[src/rtl/mem_stage.sv]
// RV32 memory-access stage: issues loads/stores on a req/gnt/rvalid bus,
// aligns and extends load data, flags misalignment and bus timeouts.
`timescale 1ns/1ps
module mem_stage #(
    parameter int unsigned RADDR_WIDTH    = 5,
    parameter int unsigned RDATA_WIDTH    = 32,
    parameter int unsigned TIMEOUT_CYCLES = 255
) (
    input  logic                   clk_i,
    input  logic                   rst_i,
    input  logic                   valid_i,
    input  logic [3:0]             mem_op_i,
    input  logic [31:0]            mem_addr_i,
    input  logic [31:0]            mem_wdata_i,
    input  logic [RADDR_WIDTH-1:0] reg_waddr_i,
    input  logic                   reg_we_i,
    input  logic [RDATA_WIDTH-1:0] reg_wdata_i,
    output logic                   stall_o,
    output logic                   data_req_o,
    output logic                   data_we_o,
    output logic [31:0]            data_addr_o,
    output logic [3:0]             data_be_o,
    output logic [31:0]            data_wdata_o,
    input  logic                   data_gnt_i,
    input  logic                   data_rvalid_i,
    input  logic [31:0]            data_rdata_i,
    output logic [RADDR_WIDTH-1:0] reg_waddr_o,
    output logic                   reg_we_o,
    output logic [RDATA_WIDTH-1:0] reg_wdata_o,
    output logic                   exc_misaligned_o,
    output logic                   exc_bus_err_o
);

    localparam int unsigned CNT_W = $clog2(TIMEOUT_CYCLES + 1);
    localparam logic [CNT_W-1:0] CNT_LAST = CNT_W'(TIMEOUT_CYCLES - 1);

    typedef enum logic [1:0] {IDLE, REQ, WAIT, DONE} state_t;
    typedef enum logic [1:0] {SZ_BYTE, SZ_HALF, SZ_WORD} size_t;

    state_t                 state_q, state_d;
    logic [CNT_W-1:0]       cnt_q;
    logic [RDATA_WIDTH-1:0] ld_q;

    logic       is_load, is_store, is_signed, mem_op, misaligned;
    size_t      size;
    logic [3:0] be_d;
    logic [31:0] wdata_d;
    logic [RDATA_WIDTH-1:0] ld_ext;
    logic [7:0]  ld_byte;
    logic [15:0] ld_half;
    logic        start, timeout;

    always_comb begin
        is_load   = 1'b0;
        is_store  = 1'b0;
        is_signed = 1'b0;
        size      = SZ_BYTE;
        case (mem_op_i)
            4'b0001: begin is_load  = 1'b1; is_signed = 1'b1; size = SZ_BYTE; end
            4'b0010: begin is_load  = 1'b1; is_signed = 1'b1; size = SZ_HALF; end
            4'b0011: begin is_load  = 1'b1; size = SZ_WORD; end
            4'b0100: begin is_load  = 1'b1; size = SZ_BYTE; end
            4'b0101: begin is_load  = 1'b1; size = SZ_HALF; end
            4'b1001: begin is_store = 1'b1; size = SZ_BYTE; end
            4'b1010: begin is_store = 1'b1; size = SZ_HALF; end
            4'b1011: begin is_store = 1'b1; size = SZ_WORD; end
            default: ;
        endcase
    end

    assign mem_op     = valid_i & (is_load | is_store);
    assign misaligned = ((size == SZ_HALF) && mem_addr_i[0]) ||
                        ((size == SZ_WORD) && (mem_addr_i[1:0] != 2'b00));

    always_comb begin
        be_d    = 4'b1111;
        wdata_d = mem_wdata_i;
        case (size)
            SZ_BYTE: begin
                be_d    = 4'b0001 << mem_addr_i[1:0];
                wdata_d = {4{mem_wdata_i[7:0]}};
            end
            SZ_HALF: begin
                be_d    = mem_addr_i[1] ? 4'b1100 : 4'b0011;
                wdata_d = {2{mem_wdata_i[15:0]}};
            end
            default: ;
        endcase
    end

    always_comb begin
        ld_byte = data_rdata_i[8*mem_addr_i[1:0] +: 8];
        ld_half = mem_addr_i[1] ? data_rdata_i[31:16] : data_rdata_i[15:0];
        ld_ext  = data_rdata_i;
        case (size)
            SZ_BYTE: ld_ext = {{24{is_signed & ld_byte[7]}}, ld_byte};
            SZ_HALF: ld_ext = {{16{is_signed & ld_half[15]}}, ld_half};
            default: ;
        endcase
    end

    always_comb begin
        state_d          = state_q;
        start            = 1'b0;
        timeout          = 1'b0;
        stall_o          = 1'b0;
        reg_we_o         = reg_we_i & valid_i;
        reg_waddr_o      = reg_waddr_i;
        reg_wdata_o      = reg_wdata_i;
        exc_misaligned_o = 1'b0;
        exc_bus_err_o    = 1'b0;
        case (state_q)
            IDLE: begin
                if (mem_op) begin
                    reg_we_o = 1'b0;
                    if (misaligned) begin
                        exc_misaligned_o = 1'b1;
                    end else begin
                        stall_o = 1'b1;
                        start   = 1'b1;
                        state_d = REQ;
                    end
                end
            end
            REQ: begin
                stall_o  = 1'b1;
                reg_we_o = 1'b0;
                if (data_gnt_i)             state_d = WAIT;
                else if (cnt_q == CNT_LAST) timeout = 1'b1;
            end
            WAIT: begin
                stall_o  = 1'b1;
                reg_we_o = 1'b0;
                if (data_rvalid_i)          state_d = DONE;
                else if (cnt_q == CNT_LAST) timeout = 1'b1;
            end
            DONE: begin
                state_d = IDLE;
                if (is_load) reg_wdata_o = ld_q;
                else         reg_we_o    = 1'b0;
            end
            default: state_d = IDLE;
        endcase
        // A timeout aborts the access and releases the pipeline in the same cycle.
        if (timeout) begin
            stall_o       = 1'b0;
            exc_bus_err_o = 1'b1;
            state_d       = IDLE;
        end
        if (rst_i) begin
            stall_o          = 1'b0;
            reg_we_o         = 1'b0;
            reg_waddr_o      = '0;
            reg_wdata_o      = '0;
            exc_misaligned_o = 1'b0;
            exc_bus_err_o    = 1'b0;
        end
    end

    always_ff @(posedge clk_i or posedge rst_i) begin
        if (rst_i) begin
            state_q      <= IDLE;
            data_req_o   <= 1'b0;
            data_we_o    <= 1'b0;
            data_addr_o  <= '0;
            data_be_o    <= '0;
            data_wdata_o <= '0;
            cnt_q        <= '0;
            ld_q         <= '0;
        end else begin
            state_q <= state_d;
            if (start) begin
                data_req_o   <= 1'b1;
                data_we_o    <= is_store;
                data_addr_o  <= {mem_addr_i[31:2], 2'b00};
                data_be_o    <= be_d;
                data_wdata_o <= wdata_d;
                cnt_q        <= '0;
            end else begin
                if ((state_q == REQ) || (state_q == WAIT)) cnt_q <= cnt_q + 1'b1;
                if (((state_q == REQ) && data_gnt_i) || timeout) data_req_o <= 1'b0;
            end
            if ((state_q == WAIT) && data_rvalid_i) ld_q <= ld_ext;
        end
    end

endmodule

[config.mk]
export PLATFORM = sky130hd
export DESIGN_NAME = mem_stage
export DESIGN_NICKNAME = d
export VERILOG_FILES = /design/src/rtl/mem_stage.sv
export SDC_FILE = /design/constraint.sdc
export NUM_CORES = 1
export LEC_CHECK = 0
export ABC_AREA = 1
export CAP_MARGIN = 40
export CORE_MARGIN = 4
export CORE_UTILIZATION = 47
export CTS_CLUSTER_DIAMETER = 40
export DETAILED_ROUTE_END_ITERATION = 10
export MAX_ROUTING_LAYER = met4
export PLACE_DENSITY = 0.93
export RECOVER_POWER = 25
export SYNTH_ARGS = -nofsm -noshare
export SYNTH_HDL_FRONTEND = slang
export SYNTH_SLANG_ARGS = --single-unit
[constraint.sdc]
create_clock -name clk_i -period 8.9 [get_ports clk_i]
set_clock_uncertainty 0.1 [all_clocks]
set_input_delay 1.335 -clock clk_i [delete_from_list [all_inputs] [get_ports clk_i]]
set_output_delay 1.335 -clock clk_i [all_outputs]
set_load 0.005 [all_outputs]
-- Word-level counts from Yosys, hierarchy flattened
Cells that the tools add are included.
- shifts and indexed selects: 2
- $mul: 0
- bitwise gates (word level): 5
- $add $sub $neg: 1
- reduce and logical (&&, ||, !) cells: 19
- order comparisons: 0
- div/mod/pow operators: 0
- muxes and demuxes: 43
- equal/unequal tests: 18
- operators by type and width (kind ; number):
    $pmux 32 s2 ; 2
    $mux 32 ; 3
    $shiftx 32x6->8 ; 1
    $mux 1 ; 22
    $mux 16 ; 1
    $mux 8 ; 2
    $eq 4x4->1 const B ; 3
    $ne 3x3->1 const B ; 4
    $mux 2 ; 5
    $add 8x1->8 const B ; 1
    $eq 4x2->1 const B ; 2
    $eq 4x3->1 const B ; 2
    $eq 8x8->1 const B ; 1
    $pmux 2 s4 ; 1
    $pmux 4 s2 ; 1
    $eq 2x2->1 const B ; 3
    $reduce_bool 2->1 ; 3
    $reduce_or 2->1 ; 3
    $reduce_or 3->1 ; 2
    $mux 5 ; 1
    $reduce_or 5->1 ; 1
    $and 1x1->1 ; 4
    $eq 2x1->1 const B ; 2
    $eq 4x1->1 const B ; 1
    other kinds (10) ; 17
- output and inout bits: 111
- bits in registers: 110
- word-level logic and storage cells: 96
- memories: 0
- ROM bits: 0
- bits in latches: 0
- memory bits (writable): 0

-- Logic depth before layout (Yosys ltp)
Gate-level depths: netlist of the first run.
- depth after elaboration: 11
- depth in mapped cells: 12

-- Worst setup path after synthesis of the first run
Ideal clock, no wire load.
- kind: input port to output port
- start: input rst_i
- end: output reg_wdata_o[22]
- stages on the path: 5
- data required time: 7.465 ns
- data arrival time: 5.624 ns
- setup slack: 1.841 ns
- cell sequence: clkbuf_1 -> inv_1 -> clkbuf_1 -> o21ai_0 -> nor2_1
- cells in the longest elaborated chain, start to end: 1
- RTL lines (element ; line ; RTL):
    start, declared ; 10 ; input logic rst_i,
    $mux 32 ; 150 ; if (rst_i) begin
    end, declared ; 29 ; output logic [RDATA_WIDTH-1:0] reg_wdata_o,
No other way between the ends.

-- Worst setup path after layout of the first run
- start: input mem_op_i[1]
- end: output reg_we_o
- cells in the longest elaborated chain, start to end: 8
- elaborated cells on any way between the ends: 18
- those cells by class: eq/ne (8); mux (6); bitwise (2); reduce/logical (2)
- RTL lines (element ; line ; RTL):
    start, declared ; 12 ; input logic [3:0] mem_op_i,
    $eq 4x3->1 (tied with other cells) ; 58 ; case (mem_op_i)
    $reduce_or 5->1 (no source line) / $reduce_or 3->1 (equally long branches) ; n/a ;
    $mux 1 ; 58 ;
    $or 1x1->1 ; 71 ; assign mem_op = valid_i & (is_load | is_store);
    $and 1x1->1 ; 71 ;
    $mux 1 ; 114 ; if (mem_op) begin
    $pmux 1 s3 * ; 112 ; case (state_q)
    $mux 1 * ; 150 ;
    end, declared ; 28 ; output logic reg_we_o,
Every way passes the cells marked *; elsewhere a longest branch is shown, timed or not.

==> metrics.md, run 1 <==
| Metric | Value |
|---|---|
| Outcome | completed |
| Worst slew pin tran | 851 ps |
| Router iterations before antenna repair | 6 |
| Clock latency on the worst-skew pair | 350 ps |
| HPWL Detailed | 15.3 mm |
| Final Wtd Congestion | 0.913 |
| Top Layer Used | met4 |
| Initial antenna violation count | 0 |
| Hold path start | data_addr_o[5] |
| Routed length on met3 | 1.82 mm |
| Clock root cell | clkbuf_16 |
| Count of final setup violators | 0 |
| Routed len/inst | 16.0 um |
| Start of the worst register-to-register path | state_q[0] |
| Buf+Inv Stages, Crit Path | 6 |
| Initial core utilization | 0.489 |
| Detail Route met2 WL | 10.3 mm |
| Post-synthesis simple-gate area fraction | 0.311 |
| Final WS setup | 3690 ps |
| Synth Warn # | 0 |
| Mapped cell area | 0.00627 mm2 |
| Worst path slowest cell | clkdlybuf4s50_1 |
| Gr ovfl total | 0 |
| Critical Path AT | 3780 ps |
| Sequential fraction of design power | 0.397 |
| Cts hold-fix bufs | 0 |
| Share of post-route cells with drive strength above 1 | 0.0302 |
| Reg clk slew, reported paths | 70 ps |
| Area share of the largest cell type after synthesis | 0.439 |
| Top cell type by total area after synthesis | dfrtp_1 |
| CTS Buf Count | 9 |
| Synth Area in Adders | 0.0140 |
| Cell variety after synth | 29 |
| IO Pins | 254 |
| First-pass GRT wire length | 32.3 mm |
| WP data required | 7470 ps |
| Leakage | 4.48 nW |
| Switch Pwr | 0.780 mW |
| Crit-path leading delay family | buffers and inverters |
| Via density | 5.18 |
| Synth area leaders | dfrtp_1 (44%), nand2_1 (19%), o21ai_0 (7.8%) |
| Largest family of logic cells by synthesized area | simple AND/OR/NAND/NOR gates |
| Via count | 6720 |
| Min Tclk post-route | 5210 ps |
| Core Footprint | 0.0128 mm2 |
| CTS resizes | 0 |
| Worst VDD drop | 0.189 mV |
| FMAX | 192 MHz |
| # clock sinks | 110 |
| Critical Path Fanout Max | 33 |
| RSZ-0062 raised after global routing | no |
| M1 wire length | 8.14 mm |
| Die Ht | 124 um |
| Min-delay worst type | flip-flop to flip-flop |
| CTS tree | yes |
| Yosys reg bits | 110 |
| Largest net degree at the start of global routing | 88 |
| H-tree depth | 3 |
| Detail Route Antenna Nets | 0 |
| Compound-cell area share of the yosys netlist | 0.133 |
| Max Cap Viol | 0 |
| Switching part of the total | 0.352 |
| Final core occ | 0.713 |
| Commonest cells after routing, fill and taps aside | nand2_1 (319), clkdlybuf4s50_1 (206), dfrtp_1 (110), o21ai_0 (98), nor2_1 (94) |
| Mean Syn Cell Area | 6.98 um2 |
| Synthesized instance count | 898 |
| Vias in the first global route | 6456 |
| Min Hold Slack | 366 ps |
| Setup Buffers After CTS | 0 |
| Port-buffer cells | 251 |
| Crit path largest cell delay | 580 ps |
| DRC viols | 0 |
| Most common cell after layout, fill and taps aside | nand2_1 |
| PwrDens | 242 mW/mm2 |
| Post-synthesis mux area share | 0 |
| Maximum clock path buffer count | 2 |
| Design Area, Final | 0.00914 mm2 |
| Area after DPL | 0.00887 mm2 |
| Rel. slew slack | 0.433 |
| Combinational share of power | 0.432 |
| Cell mode on critical path | nand2_1 |
| CP cell instances | clkdlybuf4s50_1, inv_1, nand2_1, nand2_1, nand2_1, nand2_1, buf_4, inv_1, buf_16, nor2_1, a311oi_1, clkdlybuf4s50_1 |
| Nets | 1269 |
| Ratio of final minimum period to clock period | 0.586 |
| Initial DRC Count | 636 |
| Final Hold Fails | 0 |
| Critical path type | input port to output pin |
| Full die area | 0.0153 mm2 |
| Worst Setup SP | mem_op_i[1] |
| Post-Synth XOR/XNOR Area | 0.00279 |
| Element type at the critical path end | output pin |
| Overall Global Routing Usage | 0.279 |
| Startpoint Class | input port |
| Internal | 1.43 mW |
| Die W | 124 um |
| Area Overhead vs Synth | 45.8% |
| Setup_tns | 0 ps |
| Sequential fraction of the synthesis area | 0.439 |
| Clock power frac | 0.171 |
| Max Slew Vio Count | 0 |
| Drt total wl | 20.8 mm |
| Pre-CTS WS | 3740 ps |
| Row count | 41 |
## flip-flops by register name, summed over array words and instances (netlist names)
signal / flops
ld_q: 32
data_wdata_o: 32
data_be_o: 4
state_q: 2
data_req_o: 1
data_addr_o: 30
cnt_q: 8
data_we_o: 1
## power by group through the flow
stage / combinational (mW) / sequential, mW / clock (mW)
finish: 0.956 / 0.880 / 0.378
detailed placement: 0.993 / 0.884 / 0
CTS: 0.999 / 0.881 / 0.387
global route: 1.07 / 0.905 / 0.402
floorplan: 0.433 / 0.871 / 0
global placement: 0.947 / 0.874 / 0
## cell type report
type	instances	area (um2)
sequential	110	2750
antenna	1	2.50
multi-input combinational	641	2900
fill	983	3680
timing repair buffer	262	2640
clock buffer	13	250
inverter	95	359
clock inverter	3	20.0
tap	172	215
## cells in the mapped netlist
cell,count
nand3_2,2
a21oi_1,15
nand4_1,2
o21ai_2,1
nor3_1,2
o211ai_1,22
clkbuf_1,26
nor3b_1,1
xnor2_1,1
o21ai_1,15
nand3b_1,25
nand2_1,319
a311oi_1,1
nand3_1,28
buf_4,7
nor2_1,94
nor2_2,2
a31oi_1,1
inv_2,4
o21ai_0,98
nor4_1,1
conb_1,1
dfrtp_1,110
o22ai_1,1
xor2_1,1
buf_2,17
buf_6,3
ha_1,7
inv_1,91
## through the flow
stage	instances	total power [mW]
after floorplan	899	1.30
after global placement	1277	1.82
after detailed placement	1280	1.88
after CTS	1296	2.27
after global routing	1296	2.38
final	1297	2.21
## worst paths after layout
check,to,slack [ps],depth (start not counted)
hold / removal,data_addr_o[5],370,2
max in group asynchronous,data_wdata_o[1],5940,4
setup reg to reg,ld_q[24],6520,9
hold reg to reg,data_addr_o[5],370,2
setup / recovery,reg_we_o,3690,12
min in group asynchronous,data_we_o,1640,2
## worst register-to-register path: cells and delay by family, from the launching register on
kind | cells | cell delay (ps)
AO/OA/AOI/OAI | 2 | 340
adder cells (fa/ha/maj) | 1 | 200
buffers and inverters | 4 | 830
flip-flops | 1 | 420
AND/OR/NAND/NOR | 2 | 380
## routing by layer
| layer | GRT usage | up-vias |
|---|---|---|
| li1 | - | 3265 |
| met1 | 0.349 | 3093 |
| met2 | 0.442 | 318 |
| met3 | 0.0663 | 44 |
| met4 | 0.104 | 0 |
| met5 | - | - |
## cell families after synthesis
logic type | count (synthesis)
AO/OA/AOI/OAI | 154
XOR/XNOR | 2
adder cells (fa/ha/maj) | 7
buffers and inverters | 148
flip-flops | 110
other | 1
AND/OR/NAND/NOR | 476
No activity file was read; power rests on OpenSTA's default activity.
==> inputs of run 2 (changes only) <==
--- a/config.mk
+++ b/config.mk
@@ -8,11 +8,11 @@
 export ABC_AREA = 1
 export CAP_MARGIN = 40
 export CORE_MARGIN = 4
-export CORE_UTILIZATION = 47
+export CORE_UTILIZATION = 44
 export CTS_CLUSTER_DIAMETER = 40
 export DETAILED_ROUTE_END_ITERATION = 10
 export MAX_ROUTING_LAYER = met4
-export PLACE_DENSITY = 0.93
+export PLACE_DENSITY = 0.88
 export RECOVER_POWER = 25
 export SYNTH_ARGS = -nofsm -noshare
 export SYNTH_HDL_FRONTEND = slang
==> constraint.sdc (replaced) <==
create_clock -name clk_i -period 5.2 [get_ports clk_i]
set_clock_uncertainty 0.1 [all_clocks]
set_input_delay 0.78 -clock clk_i [delete_from_list [all_inputs] [get_ports clk_i]]
set_output_delay 0.78 -clock clk_i [all_outputs]
set_load 0.005 [all_outputs]
==> run 2 against run 1 <==
Effect of this change: worst hold slack better by 0.95 ps; clock-buffer cell count is 2 lower; final cell count is 0.77% higher; sequential power is 69% higher; via count is 2.2% lower; combinational power is 73% higher; die area is 6.4% higher; cell area is 0.34% higher; non-clock buffer count is 3 higher; global-route usage is 2.7 points lower; power is 73% higher; largest cell class unchanged; largest power group unchanged.
==> metrics.md, run 2 (synthesis results as in run 1) <==
| Metric | Value |
|---|---|
| Placed insts | 1291 (+0.86%) |
| Drt total wl | 19.9 mm (-4.1%) |
| Detail Route Antenna Nets | 0 (unchanged) |
| Cts hold-fix bufs | 0 (unchanged) |
| Overall Global Routing Usage | 0.252 (-0.0270) |
| Setup Buffers After CTS | 0 (unchanged) |
| Port-buffer cells | 251 (unchanged) |
| Ratio of final minimum period to clock period | 0.776 |
| Share of post-route cells with drive strength above 1 | 0.0337 (+0.00350) |
| Row count | 43 (+4.9%) |
| Element type at the critical path end | output pin |
| Reg2Reg Setup Slack | 2780 ps (-3740 ps) |
| Routed len/inst | 15.2 um (-4.8%) |
| Clock latency on the worst-skew pair | 350 ps (about the same) |
| FMAX | 248 MHz |
| Max Slew Vio Count | 0 (unchanged) |
| WP data required | 4320 ps (-3150 ps) |
| Nets | 1272 (+0.24%) |
| Initial DRC Count | 560 (-12%) |
| H-tree depth | 3 (unchanged) |
| Clock root cell | clkbuf_16 |
| Final core occ | 0.658 (-0.0545) |
| Largest net degree at the start of global routing | 88 (unchanged) |
| Worst slew pin tran | 833 ps (-18.0 ps) |
| Start of the worst register-to-register path | state_q[0] |
| IO Pins | 254 (unchanged) |
| Critical Path AT | 3150 ps (-630 ps) |
| Min Tclk post-route | 4030 ps |
| Via count | 6571 (-2.2%) |
| Worst VDD drop | 0.267 mV (+42%) |
| HPWL Detailed | 14.9 mm (-2.6%) |
| Finished Layout Cells | 1307 (+0.77%) |
| Startpoint Class | input port |
| CTS Buf Count | 9 (unchanged) |
| Final Hold Fails | 0 (unchanged) |
| RSZ-0062 raised after global routing | no |
| Count of final setup violators | 0 (unchanged) |
| Critical path type | input port to output pin |
| Final WS setup | 1170 ps (-2520 ps) |
| Router iterations before antenna repair | 5 (-1) |
| PwrDens | 416 mW/mm2 (+72%) |
| Full die area | 0.0162 mm2 (+6.4%) |
| First-pass GRT wire length | 31.9 mm (-1.3%) |
| Pre-CTS WS | 1140 ps (-2590 ps) |
| Initial core utilization | 0.450 (-0.0389) |
| Maximum clock path buffer count | 2 (unchanged) |
| Die W | 127 um (+3.1%) |
| Outcome | completed |
| Max Cap Viol | 0 (unchanged) |
| Reg clk slew, reported paths | 70 ps (about the same) |
| CTS tree | yes |
| Worst setup path endpoint | reg_we_o |
| Critical Path Fanout Max | 33 (unchanged) |
| Setup_tns | 0 ps (unchanged) |
| Min-delay worst type | flip-flop to flip-flop |
| Via density | 5.03 (-3.0%) |
| Leakage | 4.50 nW (+0.34%) |
| Worst r2r dst | ld_q[8] |
| # clock sinks | 110 (unchanged) |
| CTS resizes | 0 (unchanged) |
| Final Wtd Congestion | 0.939 (+2.9%) |
| DRC viols | 0 (unchanged) |
| Initial antenna violation count | 1 (+1) |
| Die Ht | 127 um (+3.1%) |
| Reg2Reg Depth | 9 (unchanged) |
| Top Registers | data_wdata_o (32), ld_q (32), data_addr_o (30) |
| Area Overhead vs Synth | 46.3% |
| Worst Setup SP | mem_op_i[1] |
| Gr ovfl total | 0 (unchanged) |
| Most common cell after layout, fill and taps aside | nand2_1 |
| Commonest cells after routing, fill and taps aside | nand2_1 (319), clkdlybuf4s50_1 (211), dfrtp_1 (110), o21ai_0 (98), nor2_1 (94) |
| Rel. slew slack | 0.445 (+0.0120) |
| Vias in the first global route | 6334 (-1.9%) |
| Core Footprint | 0.0139 mm2 (+8.7%) |
[run 2: cell count changes in the layout (fill, tap and decap cells not counted), sizes merged]
cell,previous run,this run
clkbuf,13,12
dlygate4sd3,45,40
clkinv,1,2
buf,11,13
inv,95,97
clkdlybuf4s50,206,211
clkinvlp,2,0
[run 2: where the power goes]
group / switching [mW] / leakage, nW / total (mW) / internal (mW)
Combinational: 0.788 / 2.99 / 1.65 / 0.858
Sequential: 0.224 / 1.36 / 1.49 / 1.27
Clock: 0.326 / 0.146 / 0.684 / 0.358
Total: 1.34 / 4.50 / 3.82 / 2.48
[run 2: critical path, stage by stage]
cell and delay [ps]:
clkdlybuf4s50_1 580, inv_1 80, nand2_1 90, nand2_1 90, nand2_1 70, nand2_1 50
buf_4 220, inv_1 80, buf_4 300, nor2_1 70, a311oi_1 200, clkdlybuf4s50_1 540
[run 2: layer usage]
metal | share of wire | global-route usage | wire length [um]
met1 | 0.41 | 0.311 | 8160
met2 | 0.48 | 0.400 | 9630
met3 | 0.075 | 0.0585 | 1490
met4 | 0.032 | 0.105 | 646
met5 | 0 | - | 0
[run 2: layout make-up]
cell class / count / area [um2]
multi-input cells: 641 / 2900
clock buffers: 11 / 253
diodes: 1 / 2.50
well taps: 180 / 225
clock inverters: 4 / 40.0
repair buffers: 265 / 2640
inverters: 95 / 359
fillers: 1173 / 4760
flip-flops and latches: 110 / 2750
[run 2: metrics by stage]
| step | instance area [um2] | hold WS, ps | total power [mW] |
|---|---|---|---|
| 2_1_floorplan | 6270 | 344 | 2.23 |
| 3_3_place_gp | 8840 | 352 | 3.13 |
| 3_5_place_dp | 8880 | 357 | 3.21 |
| 4_1_cts | 9180 | 376 | 3.91 |
| 5_1_grt | 9170 | 382 | 4.11 |
| 6_report | 9170 | 367 | 3.82 |
[run 2: how the worst min path moves through the flow]
stage                      from                to  slack (ps)  cells past startpoint
2_1_floorplan           ld_q[0]           ld_q[0]         340                      2
3_3_place_gp    data_addr_o[30]   data_addr_o[30]         350                      2
3_5_place_dp   data_wdata_o[28]  data_wdata_o[28]         360                      2
4_1_cts        data_wdata_o[10]  data_wdata_o[10]         380                      2
5_1_grt        data_wdata_o[15]  data_wdata_o[15]         380                      2
6_report       data_wdata_o[10]  data_wdata_o[10]         370                      2
